File: config.mk
export PLATFORM = sky130hd
export DESIGN_NAME = spi_fsm
export DESIGN_NICKNAME = d
export VERILOG_FILES = /design/src/rtl/spi_fsm.sv
export SDC_FILE = /design/constraint.sdc
export NUM_CORES = 1
export LEC_CHECK = 0
export CAP_MARGIN = 5
export CORE_MARGIN = 4
export CORE_UTILIZATION = 47
export DETAILED_ROUTE_END_ITERATION = 8
export PLACE_DENSITY = 0.74
export SLEW_MARGIN = 10
export SYNTH_ARGS = -nofsm -noshare
export SYNTH_HDL_FRONTEND = slang
export SYNTH_SLANG_ARGS = --single-unit
File: constraint.sdc
create_clock -name clk -period 1.6 [get_ports clk]
set_input_delay 0.32 -clock clk [delete_from_list [all_inputs] [get_ports clk]]
set_output_delay 0.32 -clock clk [all_outputs]
set_load 0.03 [all_outputs]
File: src/rtl/spi_fsm.sv
// spi_fsm: SPI memory transaction sequencer (header, then read or write data phase).
// Define SPI_FSM_DEBUG_EN to add dbg_state and a saturating abort_cnt.
module spi_fsm #(
   parameter int ADDR_BITS = 7,
   parameter int DATA_BITS = 8
) (
   input  logic clk,
   input  logic reset_n,
   input  logic sclk_rise,
   input  logic cs_n,
   input  logic rw_bit,
   output logic addr_we,
   output logic sr_we,
   output logic dm_we,
   output logic miso_en,
   output logic busy
`ifdef SPI_FSM_DEBUG_EN
   ,
   output logic [3:0] dbg_state,
   output logic [7:0] abort_cnt
`endif
);
   localparam int CW = $clog2(ADDR_BITS + DATA_BITS + 2);
   localparam logic [CW-1:0] HDR_LAST = CW'(ADDR_BITS);
   localparam logic [CW-1:0] DATA_LAST = CW'(DATA_BITS - 1);
   // Nine states do not fit in three bits, so the encoding is four bits wide.
   typedef enum logic [3:0] {
      IDLE, GET_HDR, GOT_HDR, READ_WAIT, READ_LOAD, READ_SHIFT, WRITE_RECV, WRITE_STORE, DONE
   } state_t;
   state_t state_q, state_d;
   logic [CW-1:0] cnt_q, cnt_d;
   logic addr_we_q, addr_we_d, sr_we_q, sr_we_d, dm_we_q, dm_we_d;
   logic miso_en_q, miso_en_d, busy_q, busy_d;
   logic abort, last_hdr, last_data;
   always_comb begin
      abort = (state_q != IDLE) && cs_n;
      last_hdr = sclk_rise && (cnt_q == HDR_LAST);
      last_data = sclk_rise && (cnt_q == DATA_LAST);
      state_d = state_q;
      cnt_d = (sclk_rise && (state_q inside {GET_HDR, READ_SHIFT, WRITE_RECV})) ? cnt_q + 1'b1 : cnt_q;
      case (state_q)
         IDLE:        if (!cs_n) begin state_d = GET_HDR; cnt_d = '0; end
         GET_HDR:     if (last_hdr) begin state_d = GOT_HDR; cnt_d = '0; end
         GOT_HDR:     state_d = rw_bit ? READ_WAIT : WRITE_RECV;
         READ_WAIT:   state_d = READ_LOAD;
         READ_LOAD:   state_d = READ_SHIFT;
         READ_SHIFT:  if (last_data) begin state_d = DONE; cnt_d = '0; end
         WRITE_RECV:  if (last_data) begin state_d = WRITE_STORE; cnt_d = '0; end
         WRITE_STORE: state_d = DONE;
         DONE:        state_d = DONE;
         default:     state_d = IDLE;
      endcase
      // Chip-select release beats any terminal edge arriving in the same cycle.
      if (abort) begin state_d = IDLE; cnt_d = '0; end
      addr_we_d = state_d == GOT_HDR;
      sr_we_d = state_d == READ_LOAD;
      dm_we_d = state_d == WRITE_STORE;
      miso_en_d = state_d == READ_SHIFT;
      busy_d = state_d != IDLE;
   end
   always_ff @(posedge clk) begin
      if (!reset_n) begin
         state_q <= IDLE;
         cnt_q <= '0;
         addr_we_q <= 1'b0;
         sr_we_q <= 1'b0;
         dm_we_q <= 1'b0;
         miso_en_q <= 1'b0;
         busy_q <= 1'b0;
      end else begin
         state_q <= state_d;
         cnt_q <= cnt_d;
         addr_we_q <= addr_we_d;
         sr_we_q <= sr_we_d;
         dm_we_q <= dm_we_d;
         miso_en_q <= miso_en_d;
         busy_q <= busy_d;
      end
   end
   assign addr_we = addr_we_q;
   assign sr_we = sr_we_q;
   assign dm_we = dm_we_q;
   assign miso_en = miso_en_q;
   assign busy = busy_q;
`ifdef SPI_FSM_DEBUG_EN
   logic [7:0] abort_cnt_q, abort_cnt_d;
   always_comb
      abort_cnt_d = (abort && state_q != DONE && abort_cnt_q != 8'hff) ? abort_cnt_q + 8'd1 : abort_cnt_q;
   always_ff @(posedge clk) begin
      if (!reset_n) abort_cnt_q <= '0;
      else abort_cnt_q <= abort_cnt_d;
   end
   assign dbg_state = state_q;
   assign abort_cnt = abort_cnt_q;
`endif
endmodule

Word-level counts from Yosys, hierarchy flattened
Index checks and enable logic that the tools add are counted.
Storage, ports and cells
  flip-flop bits (word level): 14
  input port bits: 5
  output and inout port bits: 5
Operators by class
  add/subtract/negate cells: 1
  eq/ne operators: 13
  muxes and demuxes: 11
  bitwise logic cells: 1
  reductions and logical operators: 10
Operators with widths (number)
  $pmux W4 S8: 1
  $eq A4 B3 Y1 const B: 7
  $mux W4: 5
  $mux W5: 3
  $eq A4 B2 Y1 const B: 3
  $pmux W5 S2: 1
  $reduce_bool A4 Y1: 2
  $add A5 B1 Y5 const B: 1
  $eq A5 B3 Y1 const B: 1
  $eq A4 B1 Y1 const B: 1
  $eq A4 B4 Y1 const B: 1
  $logic_not A4 Y1: 1
  $reduce_or A2 Y1: 2
  $logic_and A1 B1 Y1: 3
  $mux W3: 1
  $reduce_bool A3 Y1: 1
  $reduce_or A3 Y1: 1
  $not A1 Y1: 1

Logic depth before layout (Yosys ltp)
  word-level depth: 6
  mapped depth: 5
  mapped depth without buffers: 5

Worst setup path before layout
OpenSTA, ideal clock, no wires.
  kind: register to register
  start: register cnt_q[0]
  end: register dm_we_q, in the netlist dm_we
  setup time: 0.061 ns
  arrival time: 1.514 ns
  path slack: 0.025 ns
  stages on the path, launching flop included: 6
  buffers on the path: 0
  clock period less this slack: 1.575 ns
  cells stage by stage: dfxtp_1 ha_1 nand2b_1 or3_4 a311oi_2 and4b_1
On the way
  longest elaborated chain between the ends: 6
RTL lines
  from (decl): RTL line 31  | logic [CW-1:0] cnt_q, cnt_d;
  from (signal assigned): RTL line 72  | cnt_q <= cnt_d;
  $eq A5 B3 Y1 *: RTL line 37, 38
  $logic_and A1 B1 Y1 *: RTL line 37, 38
  $mux W4 (on tied branches): RTL line 48, 43, 47
  $pmux W4 S8 *: RTL line 41  | case (state_q)
  $mux W4 *: RTL line 54  | if (abort) begin state_d = IDLE; cnt_d = '0; end
  $eq A4 B3 Y1 *: RTL line 57  | dm_we_d = state_d == WRITE_STORE;
  to (signal assigned): RTL line 75  | dm_we_q <= dm_we_d;
  to (decl): RTL line 32  | logic addr_we_q, addr_we_d, sr_we_q, sr_we_d, dm_we_q, dm_we_d;
Every way passes the cells marked *; elsewhere a longest branch is shown, timed or not.
A chain may end at the register's enable or synchronous reset.

Worst setup path in the final report
  start: register cnt_q[1]
  end: register dm_we_q, in the netlist dm_we
The elaborated chain is that of the path after synthesis.

==> flow_metrics.env <==
export IMPL_ant_diodes=0
export IMPL_worstHoldPathType="reg -> reg"
export IMPL_grt_pass1_wl_um=2980
export IMPL_status="finished with violations"
export IMPL_die_height_um=49.63
export IMPL_worst_r2r_setup_slack_ns=-0.0007
export IMPL_clock_tree_skew_after_final_layout_ns=0.01019
export IMPL_via_count_normalized_by_instance_count=5.992
export IMPL_synth_seq_area_share_pct=34.41
export IMPL_die_width_um=49.63
export IMPL_core_sq_um=1577
export IMPL_setup_slack_ns=-0.0007252
export IMPL_multi_input_comb_area_sq_um=544.3
export IMPL_drt_initial_drc_count=21
export IMPL_final_net_count=118
export IMPL_final_antenna_net_count=0
export IMPL_clk_transition_reported_paths_ns=0.09
export IMPL_die_area_sq_um=2463
export IMPL_critPathMaxFanout=3
export IMPL_setup_total_negative_slack_ns=-0.0007252
export IMPL_postCtsHoldBufs=0
export IMPL_final_fill_count=116
export IMPL_timing_max_transition_violations_final=0
export IMPL_period_share_pct=100.0
export IMPL_final_hold_viol_count=0
export IMPL_final_min_clock_period_ns=1.601
export IMPL_total_wire_length_after_detailed_routing_um=1911
export IMPL_clock_power_share_pct=35.3
export IMPL_preCtsSetupSlack_ns=-0.3455
export IMPL_globalRoute_totalOverflow=0
export IMPL_synth_fp_nets=94
export IMPL_internal_power_mw=0.5508
export IMPL_gate_count_of_the_mapped_netlist=88
export IMPL_critPathCaptureType="flop"
export IMPL_synth_ff_latch_count=14
export IMPL_synth_enable_flop_cells=0
export IMPL_clkLatencyLatePin_ns=0.29
export IMPL_io_pin_count=10
export IMPL_floorplan_rows=14
export IMPL_p_leak_nw=0.4531
export IMPL_via_count=761
export IMPL_flow_area_growth_from_synthesis_pct=34.10
export IMPL_setup_worst_path_class="reg -> reg"
export IMPL_power_switching_fraction_pct=25.23
export IMPL_share_of_layout_cells_above_drive_strength_1_pct=33.33
export IMPL_pin_count_of_the_biggest_net_entering_global_routing=13
export IMPL_cts_buffer_depth=2
export IMPL_overall_global_routing_resource_usage_pct=16.13
export IMPL_route_detailed_drc=0
export IMPL_grt_pass1_vias=672
export IMPL_initial_utilization_pct=51.67
export IMPL_worstMarginPinSlew_ns=0.3311
export IMPL_cts_sinks=14
export IMPL_setup_worst_path_start_class="flop"
export IMPL_unrepaired_setup_endpoints_after_global_routing="true"
export IMPL_final_common_cell="sky130_fd_sc_hd__buf_4"
export IMPL_clockRootBuffer="sky130_fd_sc_hd__clkbuf_4"
export IMPL_ff_latch_area_sq_um=289.0
export IMPL_buffer_ports_inserted=9
export IMPL_p_switching_mw=0.1858
export IMPL_gp_congestion=0.8896
export IMPL_post_synth_num_cell_types=46
export IMPL_grt_antenna_before_repair=0
export IMPL_max_clock_freq_mhz=624.7
export IMPL_cts_htree_levels=1
export IMPL_syn_mean_instance_area_sq_um=9.256
export IMPL_cts_tree="built"
export IMPL_most_common_layout_cells="sky130_fd_sc_hd__buf_4, sky130_fd_sc_hd__nor2_1, sky130_fd_sc_hd__dfxtp_1"
export IMPL_placed_cells_incl_taps=120
export IMPL_setup_viol=1
export IMPL_yosys_warnings=0
export IMPL_startpoint="cnt_q[1]$_SDFF_PP0_"
export IMPL_power_total_mw=0.7366
export IMPL_sequentialPowerShare_pct=49.1
export IMPL_avgRoutedWirePerCell_um=15.05
export IMPL_comb_power_share_pct=15.6
export IMPL_p_per_area_nw_per_um2=674.4
export IMPL_crit_required_ns=1.83
export IMPL_mappedNetlistArea_sq_um=814.5
export IMPL_failing_checks="negative setup slack"
export IMPL_detailedRoute_firstPassIterationCount=4
export IMPL_slew_limit_headroom_pct=77.93
export IMPL_critical_path_arrival_ns=1.83
export IMPL_dp_hpwl_um=1277
export IMPL_min_delay_start="cnt_q[3]$_SDFF_PP0_"
export IMPL_r2r_start="cnt_q[1]$_SDFF_PP0_"
export IMPL_async_reset_ff_share_pct=0
export IMPL_post_layout_nonfiller_instances=127
export IMPL_cap_viol_max_count=0
export IMPL_synth_main_ff_cell="sky130_fd_sc_hd__dfxtp_1"
export IMPL_cts_inserted_buffers=3
export IMPL_ir_worst_vdd_v=0.0004906
through the flow:
| stage | hold slack, ns | instance area [sq um] | utilization, % |
|---|---|---|---|
| 2_1_floorplan | 0.4479 | 814.5 | - |
| 3_3_place_gp | 0.5329 | 982.2 | 62.30 |
| 3_5_place_dp | 0.5519 | 982.2 | 62.30 |
| 4_1_cts | 0.5764 | 1022 | 64.84 |
| 5_1_grt | 0.6152 | 1092 | 69.29 |
| 6_report | 0.5755 | 1092 | 69.29 |
area by class of cell:
cell class,count,share of cell area (%)
Clock buffer,4,3.322
Inverter,2,0.6873
Multi-Input combinational cell,68,49.83
Sequential cell,14,26.46
Tap cell,16,1.833
Timing Repair Buffer,23,17.87
cells in the mapped netlist, types with 2 or more instances:
cell | n | area, sq um
sky130_fd_sc_hd__a211oi_1 | 3 | 22.52
sky130_fd_sc_hd__a21oi_1 | 4 | 20.02
sky130_fd_sc_hd__buf_2 | 2 | 10.01
sky130_fd_sc_hd__dfxtp_1 | 14 | 280.3
sky130_fd_sc_hd__inv_1 | 2 | 7.510
sky130_fd_sc_hd__nand2b_1 | 5 | 31.28
sky130_fd_sc_hd__nand3_1 | 2 | 10.01
sky130_fd_sc_hd__nor2_1 | 9 | 33.78
sky130_fd_sc_hd__nor3_1 | 2 | 10.01
sky130_fd_sc_hd__nor3b_1 | 2 | 15.01
sky130_fd_sc_hd__o31a_1 | 3 | 26.28
sky130_fd_sc_hd__or3_1 | 2 | 12.51
sky130_fd_sc_hd__xnor2_1 | 5 | 43.79
path summary, 6_finish.rpt:
| kind | to | cells after the start |
|---|---|---|
| setup reg to reg | dm_we$_SDFF_PN0_ | 5 |
| setup / recovery | dm_we$_SDFF_PN0_ | 5 |
| hold / removal | cnt_q[3]$_SDFF_PP0_ | 2 |
| hold reg to reg | cnt_q[3]$_SDFF_PP0_ | 2 |
routing by layer:
layer / track usage [%] / up-vias / wire length [um]
li1: - / 371 / -
met5: 0 / - / 0
met1: 20.44 / 347 / 834
met2: 24.67 / 34 / 873
met3: 5.422 / 9 / 149
met4: 6.912 / 0 / 53
worst max-delay path, stage by stage (launching register included):
cell and delay (ns):
sky130_fd_sc_hd__dfxtp_2 0.37, sky130_fd_sc_hd__ha_4 0.16, sky130_fd_sc_hd__nand2b_4 0.05, sky130_fd_sc_hd__or3_4 0.41
sky130_fd_sc_hd__a311oi_4 0.33, sky130_fd_sc_hd__and4b_1 0.22
registers in the layout, summed over array words and instances (netlist names):
| name | count |
|---|---|
| dm_we | 1 |
| miso_en | 1 |
| sr_we | 1 |
| busy | 1 |
| addr_we | 1 |
| state_q | 4 |
| cnt_q | 5 |
timing repair:
| item | 4_1_cts | 5_1_grt |
|---|---|---|
| buffers inserted | 0 | 3 |
| pin swaps | 1 | 5 |
| endpoints found under the setup margin | 8 | 11 |
| gates resized for setup | 5 | 11 |
power groups by stage:
stage	logic (mW)	registers [mW]	clock network [mW]
after floorplan	0.0634	0.371	0
after global placement	0.105	0.370	0
after detailed placement	0.108	0.370	0
after CTS	0.107	0.362	0.269
after global routing	0.125	0.363	0.281
final	0.115	0.362	0.260
cell families (layout without fill, tap and decap cells):
kind of cell / count (synthesis) / after routing / synth area share [%]
AO/OA/AOI/OAI: 22 / 22 / 21.05
multiplexers: 1 / 1 / 1.229
buffers and inverters: 6 / 29 / 3.994
XOR/XNOR: 5 / 5 / 5.376
adder cells (fa/ha/maj): 1 / 1 / 1.536
flip-flops: 14 / 14 / 34.41
AND/OR/NAND/NOR: 39 / 39 / 32.41
Power figures use the tool's default switching activity.
